===== config.mk =====
export PLATFORM = sky130hd
export DESIGN_NAME = inject_ctrl
export DESIGN_NICKNAME = d
export VERILOG_FILES = /design/src/rtl/inject_ctrl.sv
export SDC_FILE = /design/constraint.sdc
export NUM_CORES = 1
export LEC_CHECK = 0
export BUFFER_PORTS_ARGS = -buffer_cell sky130_fd_sc_hd__buf_2
export CAP_MARGIN = 20
export CORE_UTILIZATION = 50
export CTS_CLUSTER_DIAMETER = 80
export DETAILED_ROUTE_END_ITERATION = 6
export PLACE_DENSITY_LB_ADDON = 0.25
export SLEW_MARGIN = 10
export SYNTH_ARGS = -nofsm -noshare
export SYNTH_HDL_FRONTEND = slang
export SYNTH_SLANG_ARGS = --single-unit

===== constraint.sdc =====
create_clock -name clk -period 2.5 [get_ports clk]
set_input_delay 0.625 -clock clk [delete_from_list [all_inputs] [get_ports clk]]
set_output_delay 0.625 -clock clk [all_outputs]
set_load 0.01 [all_outputs]

===== src/rtl/inject_ctrl.sv =====
// inject_ctrl: local-flit FIFO with round-robin injection into free mesh channels; INJ_STARVE_EN adds a starvation flag
module inject_ctrl #(
  parameter logic [2:0] ROUTER_ROW   = 3'd4,
  parameter logic [2:0] ROUTER_COL   = 3'd4,
  parameter logic [3:0] STARVE_LIMIT = 4'd15
) (
  input  logic       clk,
  input  logic       rst_n,
  input  logic [9:0] northad,
  input  logic [9:0] southad,
  input  logic [9:0] eastad,
  input  logic [9:0] westad,
  input  logic       loc_valid,
  input  logic [5:0] loc_flit,
  output logic       loc_ready,
  output logic [9:0] nad,
  output logic [9:0] sad,
  output logic [9:0] ead,
  output logic [9:0] wad,
  output logic       self_drop,
  output logic       starve
);
  logic [5:0] mem [4];
  logic [1:0] wr_ptr, rd_ptr, rr_ptr, off, chosen;
  logic [2:0] count, dir;
  logic [3:0] free, rot;
  logic [5:0] head;
  logic [9:0] inj;
  logic       is_self, push, pop;
  assign is_self   = loc_flit == {ROUTER_ROW, ROUTER_COL};
  assign loc_ready = rst_n && (count != 3'd4);
  assign push      = loc_valid && loc_ready && !is_self;
  assign free      = ~{westad[9], eastad[9], southad[9], northad[9]};
  assign pop       = (count != 3'd0) && (|free);
  assign rot       = 4'({free, free} >> rr_ptr);
  assign off       = rot[0] ? 2'd0 : rot[1] ? 2'd1 : rot[2] ? 2'd2 : 2'd3;
  assign chosen    = rr_ptr + off;
  assign head      = mem[rd_ptr];
  assign dir       = (head[2:0] > ROUTER_COL) ? 3'b000 :
                     (head[2:0] < ROUTER_COL) ? 3'b001 :
                     (head[5:3] > ROUTER_ROW) ? 3'b010 : 3'b011;
  assign inj       = {1'b1, dir, head};
  // FIFO storage needs no reset; occupancy is governed by count
  always_ff @(posedge clk)
    if (push) mem[wr_ptr] <= loc_flit;
  // FIFO pointers, round-robin pointer and registered channel outputs
  always_ff @(posedge clk or negedge rst_n)
    if (!rst_n) begin
      wr_ptr    <= 2'd0;
      rd_ptr    <= 2'd0;
      count     <= 3'd0;
      rr_ptr    <= 2'd0;
      nad       <= 10'b0;
      sad       <= 10'b0;
      ead       <= 10'b0;
      wad       <= 10'b0;
      self_drop <= 1'b0;
    end else begin
      wr_ptr    <= wr_ptr + 2'(push);
      rd_ptr    <= rd_ptr + 2'(pop);
      count     <= count + 3'(push) - 3'(pop);
      rr_ptr    <= pop ? chosen + 2'd1 : rr_ptr;
      nad       <= northad[9] ? northad : (pop && chosen == 2'd0) ? inj : 10'b0;
      sad       <= southad[9] ? southad : (pop && chosen == 2'd1) ? inj : 10'b0;
      ead       <= eastad[9]  ? eastad  : (pop && chosen == 2'd2) ? inj : 10'b0;
      wad       <= westad[9]  ? westad  : (pop && chosen == 2'd3) ? inj : 10'b0;
      self_drop <= loc_valid && loc_ready && is_self;
    end
`ifdef INJ_STARVE_EN
  logic [3:0] starve_cnt;
  // saturating count of cycles a queued flit finds every channel busy
  always_ff @(posedge clk or negedge rst_n)
    if (!rst_n) starve_cnt <= 4'd0;
    else if (count == 3'd0 || pop) starve_cnt <= 4'd0;
    else if (starve_cnt != 4'hf) starve_cnt <= starve_cnt + 4'd1;
  assign starve = starve_cnt >= STARVE_LIMIT;
`else
  assign starve = 1'b0;
`endif
endmodule


After elaboration in Yosys (flattened, before gate mapping)
Memories as Yosys holds them, arrays and structs flattened.
Cells that the tools add are included.
Storage, ports and cells
  bits in registers: 50
  memory bits (writable): 24
  bits of input ports: 49
  output and inout bits: 43
  memories: 1
Memory list
  mem: depth 4, bits a word 6, read ports 1, clocked after Yosys merged registers in 0, wr ports 1, RTL line 23  | logic [5:0] mem [4];
Operators by class
  add/subtract/negate cells: 6
  order comparisons: 3
  equality and inequality tests: 5
  shift operators: 1
  multiplexer cells: 16
  bitwise gates (word level): 1
  reductions and logical operators: 13
Operator list (count)
  $mux W10: 8
  $logic_and A1 B1 Y1: 9
  $mux W2: 4
  $shr A8 B2 Y3: 1
  $eq A6 B6 Y1 const B: 1
  $gt A3 B3 Y1 const B: 2
  $add A2 B1 Y2: 2
  $eq A2 B2 Y1 const B: 2
  $mux W1: 4
  $not A4 Y4: 1
  $reduce_or A4 Y1: 1
  $add A3 B1 Y3: 1
  $lt A3 B3 Y1 const B: 1
  $ne A3 B3 Y1 const B: 1
  $reduce_bool A3 Y1: 1
  $sub A3 B1 Y3: 1
  $add A2 B1 Y2 const B: 1
  $add A2 B2 Y2: 1
  $eq A2 B1 Y1 const B: 1
  $logic_not A2 Y1: 1
  $logic_not A1 Y1: 1

Longest topological paths before layout
  word-level depth: 10
  depth in mapped cells: 10

Least setup slack after synthesis
Ideal clock, no wire load.
  kind: in2reg
  start: input port westad[9]
  end: register wad[0]
  arrival: 2528 ps
  data required time: 2396 ps
  path slack: -132 ps
  cell stages on the path: 9
  cells stage by stage: buf_1 o21ai_0 a31oi_1 ha_1 xor2_1 nand3_2 and2_4 buf_6 o41ai_2
On the way
  longest elaborated chain between the ends: 10
  elaborated cells between the ends (all ways): 12
RTL lines
  start, declared: RTL line 12  | input logic [9:0] westad,
  $not A4 Y4: RTL line 33  | assign free = ~{westad[9], eastad[9], southad[9], northad[9]};
  $shr A8 B2 Y3: RTL line 35  | assign rot = 4'({free, free} >> rr_ptr);
  $mux W1: RTL line 36  | assign off = rot[0] ? 2'd0 : rot[1] ? 2'd1 : rot[2] ? 2'd2 : 2'd3;
  $mux W2 (2 in a row): RTL line 36
  $add A2 B2 Y2: RTL line 37  | assign chosen = rr_ptr + off;
  $eq A2 B2 Y1: RTL line 66  | wad <= westad[9] ? westad : (pop && chosen == 2'd3) ? inj : 10'b0;
  $logic_and A1 B1 Y1: RTL line 66
  $mux W10: RTL line 66
  $mux W10 (*): RTL line 66
  end signal, assigned: RTL line 66
  end, declared: RTL line 19  | output logic [9:0] wad,
Mark *: on every way between the ends. The rest lies on a longest branch, timed or not.
A chain may end at the register's enable or synchronous reset.

Worst setup path after layout
  start: register rr_ptr[1]
  end: register ead[0]
On the way
  longest elaborated chain between the ends: 9
RTL lines
  start, declared: RTL line 24  | logic [1:0] wr_ptr, rd_ptr, rr_ptr, off, chosen;
  start signal, assigned: RTL line 62  | rr_ptr <= pop ? chosen + 2'd1 : rr_ptr;
  $shr A8 B2 Y3: RTL line 35
  $mux W1: RTL line 36
  $mux W2 (2 in a row): RTL line 36
  $add A2 B2 Y2 (*): RTL line 37
  $eq A2 B2 Y1 (*): RTL line 65  | ead <= eastad[9] ? eastad : (pop && chosen == 2'd2) ? inj : 10'b0;
  $logic_and A1 B1 Y1 (*): RTL line 65
  $mux W10 (*) (2 in a row): RTL line 65
  end signal, assigned: RTL line 65
  end, declared: RTL line 18  | output logic [9:0] ead,
Marked as above.

==> metrics.md <==
| Metric | Value |
|---|---|
| Die Wd | around 82 µm |
| Fmax | 0.428 GHz |
| GP Congestion | 0.809 |
| Max Cap Viol | 0 |
| Synth Area in XOR/XNOR | 0.0137 |
| Comb power frac | 0.411 |
| Sequential area share after synthesis | 0.619 |
| Setup Skew | around 11 ps |
| Hold Buf Count CTS | 0 |
| Routed length per instance | between 15 and 20 µm |
| HP Class | in -> async |
| Worst reg2reg path depth | 9 |
| Mux cell area share after synthesis | 0.0557 |
| Initial Utilization | 0.529 |
| Slew Limit Fails | 0 |
| Boundary Pins | between 90 and 100 |
| Mapped cell area | 3190 µm² |
| HPWL after DPL | between 4000 and 5000 µm |
| Post-synthesis simple-gate area fraction | 0.118 |
| CTS tree | built |
| CP max-delay cell | dfrtp_1 |
| Detailed Routing Iterations Pass 1 | 4 |
| Final setup viols | 0 |
| First-pass GRT wire length | 10,400 µm |
| Worst Path Required | ~2700 ps |
| Fin crit share | 0.934 |
| CP arrival | between 2000 and 3000 ps |
| Initial drt markers | 73 |
| Vias in the first global route | 2,108 |
| Fin Setup TNS | 0 ps |
| Die H | 81.9 µm |
| Fraction of registers with async set/reset | 0.676 |
| Switching share of power | 0.371 |
| DR vias/cell | around 5.2 |
| RSZ-0062 raised after global routing | false |
| Number of port buffers | 90 |
| Cells after Synth | 240 |
| R2r endpoint | ead[0] |
| Routed WL | between 6000 and 7000 µm |
| Adder-cell share of the synthesized area | 0.0259 |
| Initial antenna violation count | 0 |
| Status | finished, final reports clean |
| Complex-gate fraction of the synthesized area | 0.135 |
| Largest net degree at the start of global routing | just over 50 |
| Area growth from synthesis to layout | 26.5% |
| Number of synthesized flops with an enable pin | 24 |
| Pleak | ~1.9 nW |
| Crit start category | flip-flop |
| Crit-path max FO | 9 |
| Crit. End Element | flip-flop |
| CTS Buf Count | 9 |
| Cell variety after synth | 52 |
| Warnings, synthesis | 0 |
| Switch Pwr | 0.00172 W |
| Maximum clock insertion buffer count | 2 |
| Pwr per Cell Area | ~1100 nW/µm² |
| Crit path kind | reg -> reg |
| Diode count | 0 |
| Crit path launch | rr_ptr[1] |
| Total vias in the final route | 2,245 |
| FP Rows | 28 |
| R2R Setup Slk | ~160 ps |
| Synthesized Nets | roughly 300 |
| Clock power frac | 0.212 |
| Final global-route overflow total | 0 |
| Global-route usage over all layers | 0.219 |
| Die area | between 6000 and 7000 µm² |
| Final Hold Viols | 0 |
| Top FF cell, synth | dfrtp_1 |
| H-tree depth | 3 |
| Critical path capture point | ead[0] |
| Biggest cell delay along the critical path | around 440 ps |
| Clock latency on the worst-skew pair | about 340 ps |
| #FFs+latches synth | 74 |
| Num Clock Sinks | 74 |
| Root Buffer | clkbuf_8 |
| Hold WS | 434 ps |
| Minimum clock period | approximately 2300 ps |
| Slew @ Worst Pin | roughly 1000 ps |
| Share of layout cells above drive strength 1 | 0.431 |
| CP Cell Sequence | nor2b_1 -> a221oi_1 -> a31oi_1 -> ha_1 -> xor2_2 -> nand2b_1 -> and4bb_2 -> nor2_2 -> o31ai_1 |
| Int Power | just under 0.003 W |
| Worst slew margin | 0.316 |
| Core area | 6030 µm² |
| Antenna viol nets, final | 0 |
| Largest family of logic cells by synthesized area | compound AO/OA/AOI/OAI gates |
| Maximum vdd drop | approximately 0.00057 V |
| FF-to-FF Start | rr_ptr[1] |
| Mean area per synthesized cell | ~13 µm² |
| Final #Nets | between 400 and 500 |
| CTS clock-pin slew for the worst setup and hold paths | 70 ps |
| Drt drc | 0 |
| Register share of total power | 0.377 |
## area by class of cell
type | count | area, µm²
clock inverter | 6 | 81.3
timing repair buffer | 112 | 616
fill | 458 | 1990
clock buffer | 10 | 128
inverter | 5 | 18.8
multi-input combinational | 148 | 1120
tap | 75 | 93.8
sequential | 74 | 1970
## power groups by stage
stage	logic, W	registers, W	clock network [W]
final	0.00190	0.00175	0.000981
after global routing	0.00210	0.00178	0.00104
after CTS	0.00190	0.00174	0.000992
after detailed placement	0.00188	0.00176	0
after global placement	0.00184	0.00176	0
after floorplan	0.00121	0.00180	0
## worst max-delay path: cells and delay by family, from the launching register on
kind / cells / cell delay (ps)
simple gates: 4 / 700
compound gates: 3 / 600
flops: 1 / 440
xor+xnor: 1 / 240
fa+ha+maj: 1 / 220
## layer usage
| metal | wire (µm) | share of wire | GRT usage |
|---|---|---|---|
| met5 | 0 | 0 | 0 |
| met2 | 3170 | 0.47 | 0.352 |
| met1 | 3080 | 0.45 | 0.280 |
| met4 | 140 | 0.021 | 0.116 |
| met3 | 425 | 0.062 | 0.0400 |
## cell usage in the layout, fill, tap and decap left out, drive strengths merged, types with 2 or more instances in the layout
cell type    n
a21o         3
and2         6
and3         2
and3b        2
buf        112
bufinv       2
clkbuf      10
clkinv       3
dfrtp       50
edfxtp      24
ha           5
inv          5
mux2         6
mux2i       11
nand2       36
nand2b       3
nand3        4
nand3b       2
nand4        2
nor2         5
nor3         2
nor3b        3
o21ai       12
o21bai       2
o31ai       17
o41ai        8
xnor2        2
xor2         3
## worst min path at each step
stage,slack (ps),startpoint,to
final,430,rst_n,sad[9]
after global routing,490,southad[8],sad[8]
after CTS,450,rst_n,wad[9]
after detailed placement,530,wr_ptr[1],wr_ptr[1]
after global placement,510,wr_ptr[1],wr_ptr[1]
after floorplan,330,rst_n,count[0]
## cell usage after synthesis, types with 2 or more instances
cell type,n,share of area
clkbuf_1,6,0.0071
o21bai_1,2,0.0047
inv_1,5,0.0059
buf_1,2,0.0024
buf_6,4,0.014
dfrtp_1,50,0.39
xor2_1,3,0.0082
edfxtp_1,24,0.23
nand3_1,3,0.0047
o41ai_2,8,0.041
and3_1,2,0.0039
nor3_1,2,0.0031
nor2_1,4,0.0047
ha_1,5,0.020
o31ai_1,16,0.038
a21o_1,2,0.0047
xnor2_1,2,0.0055
nand3b_1,2,0.0047
mux2i_1,11,0.035
o21ai_0,9,0.014
nand2_1,36,0.042
and2_1,5,0.0098
nand2b_1,3,0.0059
mux2_2,5,0.018
nor3b_1,2,0.0047
## cell families after synthesis
logic type,Yosys count
other,1
multiplexers,17
AND/OR/NAND/NOR,71
XOR/XNOR,5
adder cells (fa/ha/maj),6
AO/OA/AOI/OAI,48
buffers and inverters,18
flip-flops,74
## per-stage QoR
stage          setup slack (ps)  std cells  utilization  cell area, µm²  total power (W)
2_1_floorplan              26.4        240            -            3190          0.00301
3_5_place_dp               -197        414        0.633            3810          0.00365
3_3_place_gp               -110        414        0.633            3810          0.00359
5_1_grt                    42.1        430        0.669            4030          0.00492
4_1_cts                     115        430        0.668            4020          0.00463
6_report                    164        430        0.669            4030          0.00463
## what timing repair did
item	4_1_cts	5_1_grt
endpoints found under the setup margin	0	2
buffers inserted	0	0
resized for setup	0	1
## state kept, by name, indices dropped and copies added (netlist names), 3 cells and up
name / cells
count: 3
ead: 10
sad: 10
wad: 10
mem: 24
nad: 10
(Power assumes the default switching activity.)
